==> config.mk <==
export PLATFORM = sky130hd
export DESIGN_NAME = dit_fft_iter
export DESIGN_NICKNAME = d
export VERILOG_FILES = /design/src/rtl/dit_fft_iter.sv
export SDC_FILE = /design/constraint.sdc
export NUM_CORES = 2
export LEC_CHECK = 0
export CAP_MARGIN = 20
export CORE_MARGIN = 2
export CORE_UTILIZATION = 40
export DETAILED_ROUTE_END_ITERATION = 12
export HOLD_SLACK_MARGIN = 0.08
export RECOVER_POWER = 100
export SETUP_SLACK_MARGIN = 0.3
export SLEW_MARGIN = 10
export SYNTH_ARGS = -nofsm -noshare
export SYNTH_HDL_FRONTEND = slang
export SYNTH_SLANG_ARGS = --single-unit
==> constraint.sdc <==
create_clock -name clk -period 40.9 [get_ports clk]
set_clock_uncertainty 0.2 [all_clocks]
set_input_delay 8.18 -clock clk [delete_from_list [all_inputs] [get_ports clk]]
set_output_delay 8.18 -clock clk [all_outputs]
set_load 0.02 [all_outputs]
==> src/rtl/dit_fft_iter.sv <==
// Iterative radix-2 decimation-in-time FFT: bit-reversed sample load, one in-place
// butterfly per clock with run-time twiddles, natural-order combinational readback.
module dit_fft_iter #(
    parameter int LOG2N = 3,
    parameter int DW    = 16,
    parameter int FRAC  = 8
) (
    input  logic                                 clk,
    input  logic                                 RST_N,
    input  logic                                 write,
    input  logic [LOG2N-1:0]                     addr,
    input  logic [DW-1:0]                        din_r,
    input  logic [DW-1:0]                        din_i,
    input  logic                                 tw_write,
    input  logic [((LOG2N > 1) ? LOG2N-1 : 1)-1:0] tw_addr,
    input  logic [DW-1:0]                        tw_r,
    input  logic [DW-1:0]                        tw_i,
    input  logic                                 start,
    output logic                                 busy,
    output logic                                 ready,
    output logic                                 ovf,
    input  logic [LOG2N-1:0]                     rd_addr,
    output logic [DW-1:0]                        dout_r,
    output logic [DW-1:0]                        dout_i,
    output logic                                 dbg_state
);

    localparam int N    = 1 << LOG2N;
    localparam int HALF = N / 2;
    localparam int TAW  = (LOG2N > 1) ? LOG2N - 1 : 1;
    localparam int SW   = (LOG2N > 1) ? $clog2(LOG2N) : 1;
    localparam int PW   = 2 * DW + 1;

    localparam logic [TAW-1:0]   B_LAST = TAW'(HALF - 1);
    localparam logic [SW-1:0]    S_LAST = SW'(LOG2N - 1);
    localparam logic [LOG2N-1:0] ONE    = LOG2N'(1);
    localparam logic [TAW-1:0]   ONES_T = {TAW{1'b1}};
    localparam logic [PW-1:0]    MAXM   = {{(PW-DW+1){1'b0}}, {(DW-1){1'b1}}};

    typedef enum logic {IDLE = 1'b0, RUN = 1'b1} state_t;

    state_t         state;
    logic [SW-1:0]  s;
    logic [TAW-1:0] b;

    logic [DW-1:0] buf_r   [N];
    logic [DW-1:0] buf_i   [N];
    logic [DW-1:0] twr_mem [HALF];
    logic [DW-1:0] twi_mem [HALF];

    function automatic logic [LOG2N-1:0] bitrev(input logic [LOG2N-1:0] v);
        logic [LOG2N-1:0] r;
        for (int i = 0; i < LOG2N; i++) r[i] = v[LOG2N-1-i];
        return r;
    endfunction

    // Sign-magnitude to two's complement; a -0 naturally becomes 0.
    function automatic logic signed [DW-1:0] to_tc(input logic [DW-1:0] v);
        logic signed [DW-1:0] m;
        m = $signed({1'b0, v[DW-2:0]});
        return v[DW-1] ? -m : m;
    endfunction

    // Drop FRAC bits with the magnitude truncated toward zero.
    function automatic logic signed [PW-1:0] scale(input logic signed [PW-1:0] v);
        logic signed [PW-1:0] mag;
        mag = v[PW-1] ? -v : v;
        mag = mag >>> FRAC;
        return v[PW-1] ? -mag : mag;
    endfunction

    // Returns {saturated, sign-magnitude word}; zero always comes out with sign 0.
    function automatic logic [DW:0] sat_sm(input logic signed [PW-1:0] v);
        logic          neg;
        logic          hit;
        logic [PW-1:0] mag;
        neg = v[PW-1];
        mag = neg ? -v : v;
        hit = (mag > MAXM);
        if (hit) mag = MAXM;
        return {hit, neg, mag[DW-2:0]};
    endfunction

    logic [TAW-1:0]      mask_t;
    logic [TAW-1:0]      j_t;
    logic [TAW-1:0]      tw_idx;
    logic [LOG2N-1:0]    top;
    logic [LOG2N-1:0]    bot;
    logic signed [PW-1:0] a_r, a_i, b_r, b_i, w_r, w_i, p_r, p_i;
    logic [DW:0]          o_tr, o_ti, o_br, o_bi;
    logic                 sat_any;

    always_comb begin
        mask_t = ~(ONES_T << s);
        j_t    = b & mask_t;
        top    = LOG2N'({(b & ~mask_t), 1'b0}) | LOG2N'(j_t);
        bot    = top | (ONE << s);
        tw_idx = j_t << (LOG2N - 1 - int'(s));

        a_r = PW'(to_tc(buf_r[top]));
        a_i = PW'(to_tc(buf_i[top]));
        b_r = PW'(to_tc(buf_r[bot]));
        b_i = PW'(to_tc(buf_i[bot]));
        w_r = PW'(to_tc(twr_mem[tw_idx]));
        w_i = PW'(to_tc(twi_mem[tw_idx]));

        p_r = scale(w_r * b_r - w_i * b_i);
        p_i = scale(w_r * b_i + w_i * b_r);

        o_tr = sat_sm(a_r + p_r);
        o_ti = sat_sm(a_i + p_i);
        o_br = sat_sm(a_r - p_r);
        o_bi = sat_sm(a_i - p_i);
        sat_any = o_tr[DW] | o_ti[DW] | o_br[DW] | o_bi[DW];
    end

    always_ff @(posedge clk) begin
        if (state == IDLE && write) begin
            buf_r[bitrev(addr)] <= din_r;
            buf_i[bitrev(addr)] <= din_i;
        end else if (state == RUN) begin
            buf_r[top] <= o_tr[DW-1:0];
            buf_i[top] <= o_ti[DW-1:0];
            buf_r[bot] <= o_br[DW-1:0];
            buf_i[bot] <= o_bi[DW-1:0];
        end
    end

    always_ff @(posedge clk) begin
        if (tw_write) begin
            twr_mem[tw_addr] <= tw_r;
            twi_mem[tw_addr] <= tw_i;
        end
    end

    // Control contract: in IDLE a write wins over start and drops ready; start alone
    // launches a transform; ready then holds until the next accepted write/start or reset.
    always_ff @(posedge clk or negedge RST_N) begin
        if (!RST_N) begin
            state <= IDLE;
            s     <= '0;
            b     <= '0;
            busy  <= 1'b0;
            ready <= 1'b0;
            ovf   <= 1'b0;
        end else begin
            case (state)
                IDLE: begin
                    if (write) begin
                        ready <= 1'b0;
                    end else if (start) begin
                        state <= RUN;
                        s     <= '0;
                        b     <= '0;
                        busy  <= 1'b1;
                        ready <= 1'b0;
                        ovf   <= 1'b0;
                    end
                end
                RUN: begin
                    if (sat_any) ovf <= 1'b1;
                    if (b == B_LAST) begin
                        b <= '0;
                        if (s == S_LAST) begin
                            state <= IDLE;
                            busy  <= 1'b0;
                            ready <= 1'b1;
                        end else begin
                            s <= s + 1'b1;
                        end
                    end else begin
                        b <= b + 1'b1;
                    end
                end
                default: state <= IDLE;
            endcase
        end
    end

    assign dout_r    = buf_r[rd_addr];
    assign dout_i    = buf_i[rd_addr];
    assign dbg_state = (state == RUN);

endmodule

Word level (Yosys, flattened, before mapping)
Memories as Yosys holds them, arrays and structs flattened.
Index checks and enable logic that the tools add are counted.
{ "totals": {"wordCells": 127, "reg_bits": 8, "ramBits": 384, "inputBits": 77, "memories": 4, "latchBits": 0, "output_inout_bits": 36, "mem_bits_ro": 0} }
{ "mem_list": {"columns": ["memory", "words", "width", "read_ports", "rd_ports_with_merged_regs", "wr", "line", "text"], "rows": [
  ["buf_i", 8, 16, 3, 0, 2, "47", "logic [DW-1:0] buf_i [N];"],
  ["buf_r", 8, 16, 3, 0, 2, "46", "logic [DW-1:0] buf_r [N];"],
  ["twi_mem", 4, 16, 1, 0, 1, "49", "logic [DW-1:0] twi_mem [HALF];"],
  ["twr_mem", 4, 16, 1, 0, 1, "48", "logic [DW-1:0] twr_mem [HALF];"]
]} }
{ "op_classes": {"n_reduce_logical": 8, "n_bitwise": 10, "n_mul": 4, "mux": 56, "eq_ne": 9, "addsub": 23, "order_cmp": 4, "shifts": 3, "n_div": 0} }
{ "ops": {"columns": ["op", "count"], "rows": [
  ["33-bit 2-to-1 mux", 8],
  ["33-bit negation", 6],
  ["33-bit by 15-bit > comparator with 1-bit output (second input constant)", 4],
  ["16-bit by 16-bit multiplier with 32-bit output", 4],
  ["16-bit 2-to-1 mux", 8],
  ["15-bit negation with 16-bit output", 6],
  ["16-bit by 33-bit adder with 33-bit output", 2],
  ["25-bit negation with 33-bit output", 2],
  ["16-bit by 33-bit subtractor with 33-bit output", 2],
  ["15-bit 2-to-1 mux", 4],
  ["32-bit by 32-bit adder with 33-bit output", 1],
  ["32-bit by 32-bit subtractor with 33-bit output", 1],
  ["16-bit OR reduction", 2],
  ["2-bit by 32-bit left shift with 2-bit output", 1],
  ["1-bit 2-to-1 mux", 23],
  ["2-bit 2-to-1 mux", 5],
  ["1-bit case mux with 2 select lines", 4],
  ["2-bit case mux with 2 select lines", 2],
  ["4-bit AND reduction", 2],
  ["3-bit 2-to-1 mux", 2],
  ["2-bit by 1-bit != test with 1-bit output (second input constant)", 3],
  ["2-bit != test (second input constant)", 3],
  ["3-bit AND reduction", 2],
  ["2-bit by 1-bit adder with 2-bit output (second input constant)", 2],
  ["13 further kinds", 18]
]} }

Longest topological paths before layout
An unclocked memory read counts as a cell.
{ "depth": {"word_depth": 24, "mapped_depth": 85, "depth_no_buf": 72} }

Least setup slack after synthesis
No wires, ideal clock.
{ "synth_timing": {"path_kind": "reg2reg", "from": "reg s[1]", "to": "mem buf_r[1][6] (data pin)", "path_buffers": 10, "arrival_time_ns": 18.919, "setup_time_ns": 0.260, "period_less_slack_ns": 19.379, "path_slack_ns": 21.521, "required_time_ns": 40.440, "stages_incl_launch_ff": 72, "cell_sequence": "dfrtp_1 -> clkbuf_1 -> inv_1 -> ha_1 -> and4bb_2 -> nand2_2 -> buf_4 -> buf_1 -> clkbuf_1 -> mux4_2 -> inv_1 -> ha_1 -> nor3b_1 -> nand2_1 -> o41a_1 -> xor2_1 -> clkbuf_1 -> nand2_1 -> (+36 left out) -> clkbuf_1 -> clkinv_1 -> a31oi_1 -> o311ai_0 -> a211oi_1 -> nand4b_1 -> nor4_1 -> nand4_1 -> or3_1 -> or3_1 -> or2_2 -> a211oi_1 -> o211ai_1 -> or4_1 -> a22o_2 -> or4_1 -> buf_2 -> mux2_2"} }
{ "synth_lines": {"columns": ["item", "line", "text"], "rows": [
  ["start, declared", "43", "logic [SW-1:0] s;"],
  ["start signal, assigned", "169", "s <= s + 1'b1;"],
  ["end, declared", "46", null]
]} }

==> metrics.md <==
| Metric | Value |
|---|---|
| Vias in the first global route | `65,500` |
| Async S/R FF share, synth | `2.04%` |
| Router iterations before antenna repair | `6` |
| Most used flip-flop cell after synthesis | `edfxtp_1` |
| RSZ-0062 raised after global routing | `no` |
| Gr ovfl total | `0` |
| Drt drc | `0` |
| Number of synthesized flops with an enable pin | `384` |
| Worst Path Required | `41,110 ps` |
| Vias per inst | `5.80` |
| HP Class | `reg2reg` |
| Achievable frequency | `0.0372 GHz` |
| Placer Congestion | `0.948` |
| First-pass GRT wire length | `406,000 microns` |
| Root buffer cell | `clkbuf_16` |
| Seq/Total Area, Yosys | `15.1%` |
| Nets | `10,200` |
| PortBufs | `112` |
| Die W | `444 microns` |
| Netlist cell types | `108` |
| Setup CP Type | `reg2reg` |
| Global router's overall resource usage | `27.2%` |
| Crit path launch type | `flip-flop` |
| Largest net degree at the start of global routing | `83` |
| Status | `finished, violations left` |
| Failing checks | `capacitance limit, slew limit` |
| Commonest non-fill, non-tap cell in the layout | `inv_1` |
| Core ar. | `193,000 sq um` |
| I/O pins | `113` |
| Layout cells sized above 1 | `7.31%` |
| Worst path top cell family by delay | `compound AO/OA/AOI/OAI gates` |
| Syn_nets | `10,300` |
| Hold WS | `416 ps` |
| CP max stage delay | `2340 ps` |
| Post-route ant nets | `0` |
| Die Y-Extent | `444 microns` |
| Initial antenna violation count | `21` |
| Max-Cap Viols | `28` |
| CP max-delay cell | `clkbuf_1` |
| DR WL/cell | `24.2 microns` |
| Synth Area per Inst | `9.03 sq um` |
| Measured slew at the worst slew-check pin | `4410 ps` |
| Row count | `161` |
| Crit path max fanout | `76` |
| Final Hold Viols | `0` |
| DP HPWL | `205,000 microns` |
| CP bufs+invs | `11` |
| Setup Buffers After CTS | `0` |
| Synth warnings | `0` |
| Die area | `197,000 sq um` |
| Commonest cells after routing, fill and taps aside | `inv_1, fa_1, nand2_1, nor2_1, ha_1` |
| Synthesized flop and latch total | `392` |
| Final-report setup violation count | `0` |
| Max Transition Viols Final | `703` |
| Post-Synthesis Cells | `8,580` |
| Clock latency on the worst-skew pair | `620 ps` |
| H-Tree Depth | `2` |
| CTS Buf Count | `38` |
| Slew margin rel. | `-194%` |
| Utilization after layout | `43.3%` |
| Initial DRC Count | `6,678` |
| Clock slew at reported path FFs | `70 ps` |
| Cell area after synthesis | `77,500 sq um` |
| Fin crit share | `65.8%` |
| CTS tree | `built` |
| CTS Buffer Depth | `3` |
| Setup TNS | `0 ps` |
| Routed WL | `268,000 microns` |
| Hold Buf Count CTS | `0` |
| CP endpoint kind | `flip-flop` |
| Initial Util | `40.3%` |
| Most used cell, CP | `inv_1` |
| Tmin final | `26,900 ps` |
| CP arrival | `27,110 ps` |
| Clock sink total | `392` |
| Routed via count | `64,200` |
| Resized Gates After CTS | `0` |
| Area Overhead vs Synth | `7.66%` |
==> metrics by stage <==
stage | std cells | instance area, sq um | setup slack (ps)
2_1_floorplan | 8580 | 77500 | 21520
3_3_place_gp | 11000 | 82400 | 18330
3_5_place_dp | 11000 | 82400 | 17830
4_1_cts | 11100 | 83600 | 17750
5_1_grt | 11100 | 83400 | 12530
6_report | 11100 | 83500 | 14000
==> flip-flops by register name, indices dropped and copies added, names as in the netlist <==
name and flops:
buf_i 128, buf_r 128, twi_mem 64, twr_mem 64, b 2, s 2
busy 1, dbg_state 1, ovf 1, ready 1
==> synthesized netlist by cell type, types with 16 or more instances <==
cell / number / area [sq um]
inv_1: 1410 / 5290
a2111oi_0: 31 / 272
a21oi_1: 368 / 1840
nand4_1: 40 / 250
edfxtp_1: 384 / 11500
o22ai_1: 36 / 225
buf_2: 29 / 145
nand3_1: 124 / 621
nor2_1: 953 / 3580
nor3_1: 100 / 500
clkbuf_1: 348 / 1310
o21ai_0: 245 / 1230
o211ai_1: 37 / 278
xor2_1: 139 / 1220
nor3b_1: 17 / 128
buf_1: 33 / 124
nand2_1: 950 / 3570
nand2b_1: 84 / 526
a21o_1: 70 / 526
o21bai_1: 38 / 285
nor2b_1: 51 / 319
fa_1: 1177 / 23600
or3b_2: 16 / 140
a32oi_1: 22 / 193
a31oi_1: 56 / 350
or4_1: 23 / 173
o31ai_1: 30 / 225
mux4_2: 141 / 3180
or3_1: 42 / 263
a311o_1: 17 / 170
mux2_2: 53 / 597
o21a_1: 45 / 338
and3_1: 37 / 231
a31o_2: 17 / 149
ha_1: 459 / 5740
a211oi_1: 50 / 375
o21ai_1: 42 / 210
nor4_1: 44 / 275
mux2i_1: 146 / 1460
or2_2: 43 / 269
xnor2_1: 300 / 2630
and2_1: 38 / 238
==> per-layer routing <==
layer / global-route usage, % / wire, microns
met1: 36.2 / 106000
met2: 42.7 / 120000
met3: 6.33 / 28600
met4: 11.3 / 13200
met5: 0 / 95
==> cell families (layout without fill, tap and decap cells) <==
logic type | after synthesis | in the layout | synth area share (%)
buf+inv | 1833 | 1791 | 8.97
xor+xnor | 439 | 439 | 4.96
other cells | 0 | 7 | 0
fa+ha+maj | 1636 | 1636 | 37.8
compound gates | 1276 | 1276 | 10.7
simple gates | 2664 | 2664 | 15.7
mux | 340 | 340 | 6.75
flops | 392 | 392 | 15.1
==> worst register-to-register path, delay by kind of cell, from the launching register on <==
kind / cells / cell delay (ps)
muxes: 2 / 750
xor gates and xnor gates: 3 / 570
AOI/OAI and AO/OA: 25 / 8390
buffers and inverters: 11 / 4360
DFF: 1 / 490
and+or+nand+nor: 17 / 6970
adders and majority gates: 12 / 5030
==> area by class of cell <==
class / count / area (sq um)
fill: 18800 / 109000
sequential: 392 / 11700
tap: 2526 / 3160
antenna: 7 / 17.5
timing repair buffer: 307 / 2510
multi-input combinational: 6355 / 59500
inverter: 1416 / 5320
clock buffer: 46 / 1000
clock inverter: 22 / 215
==> path summary, 6_finish.rpt <==
kind                       slack, ps          end   from  cells past startpoint
hold reg to reg                  420          ovf    ovf                      2
min in group asynchronous       7820    dbg_state  RST_N                      1
setup reg to reg               14000  buf_r[2][2]   s[0]                     70
setup / recovery               14000  buf_r[2][2]   s[0]                     70
max in group asynchronous      32160         b[0]  RST_N                      1
hold / removal                   420          ovf    ovf                      2
Power is not shown: default switching activity piles up to over one toggle a cycle in this logic, so the estimate is an artifact.
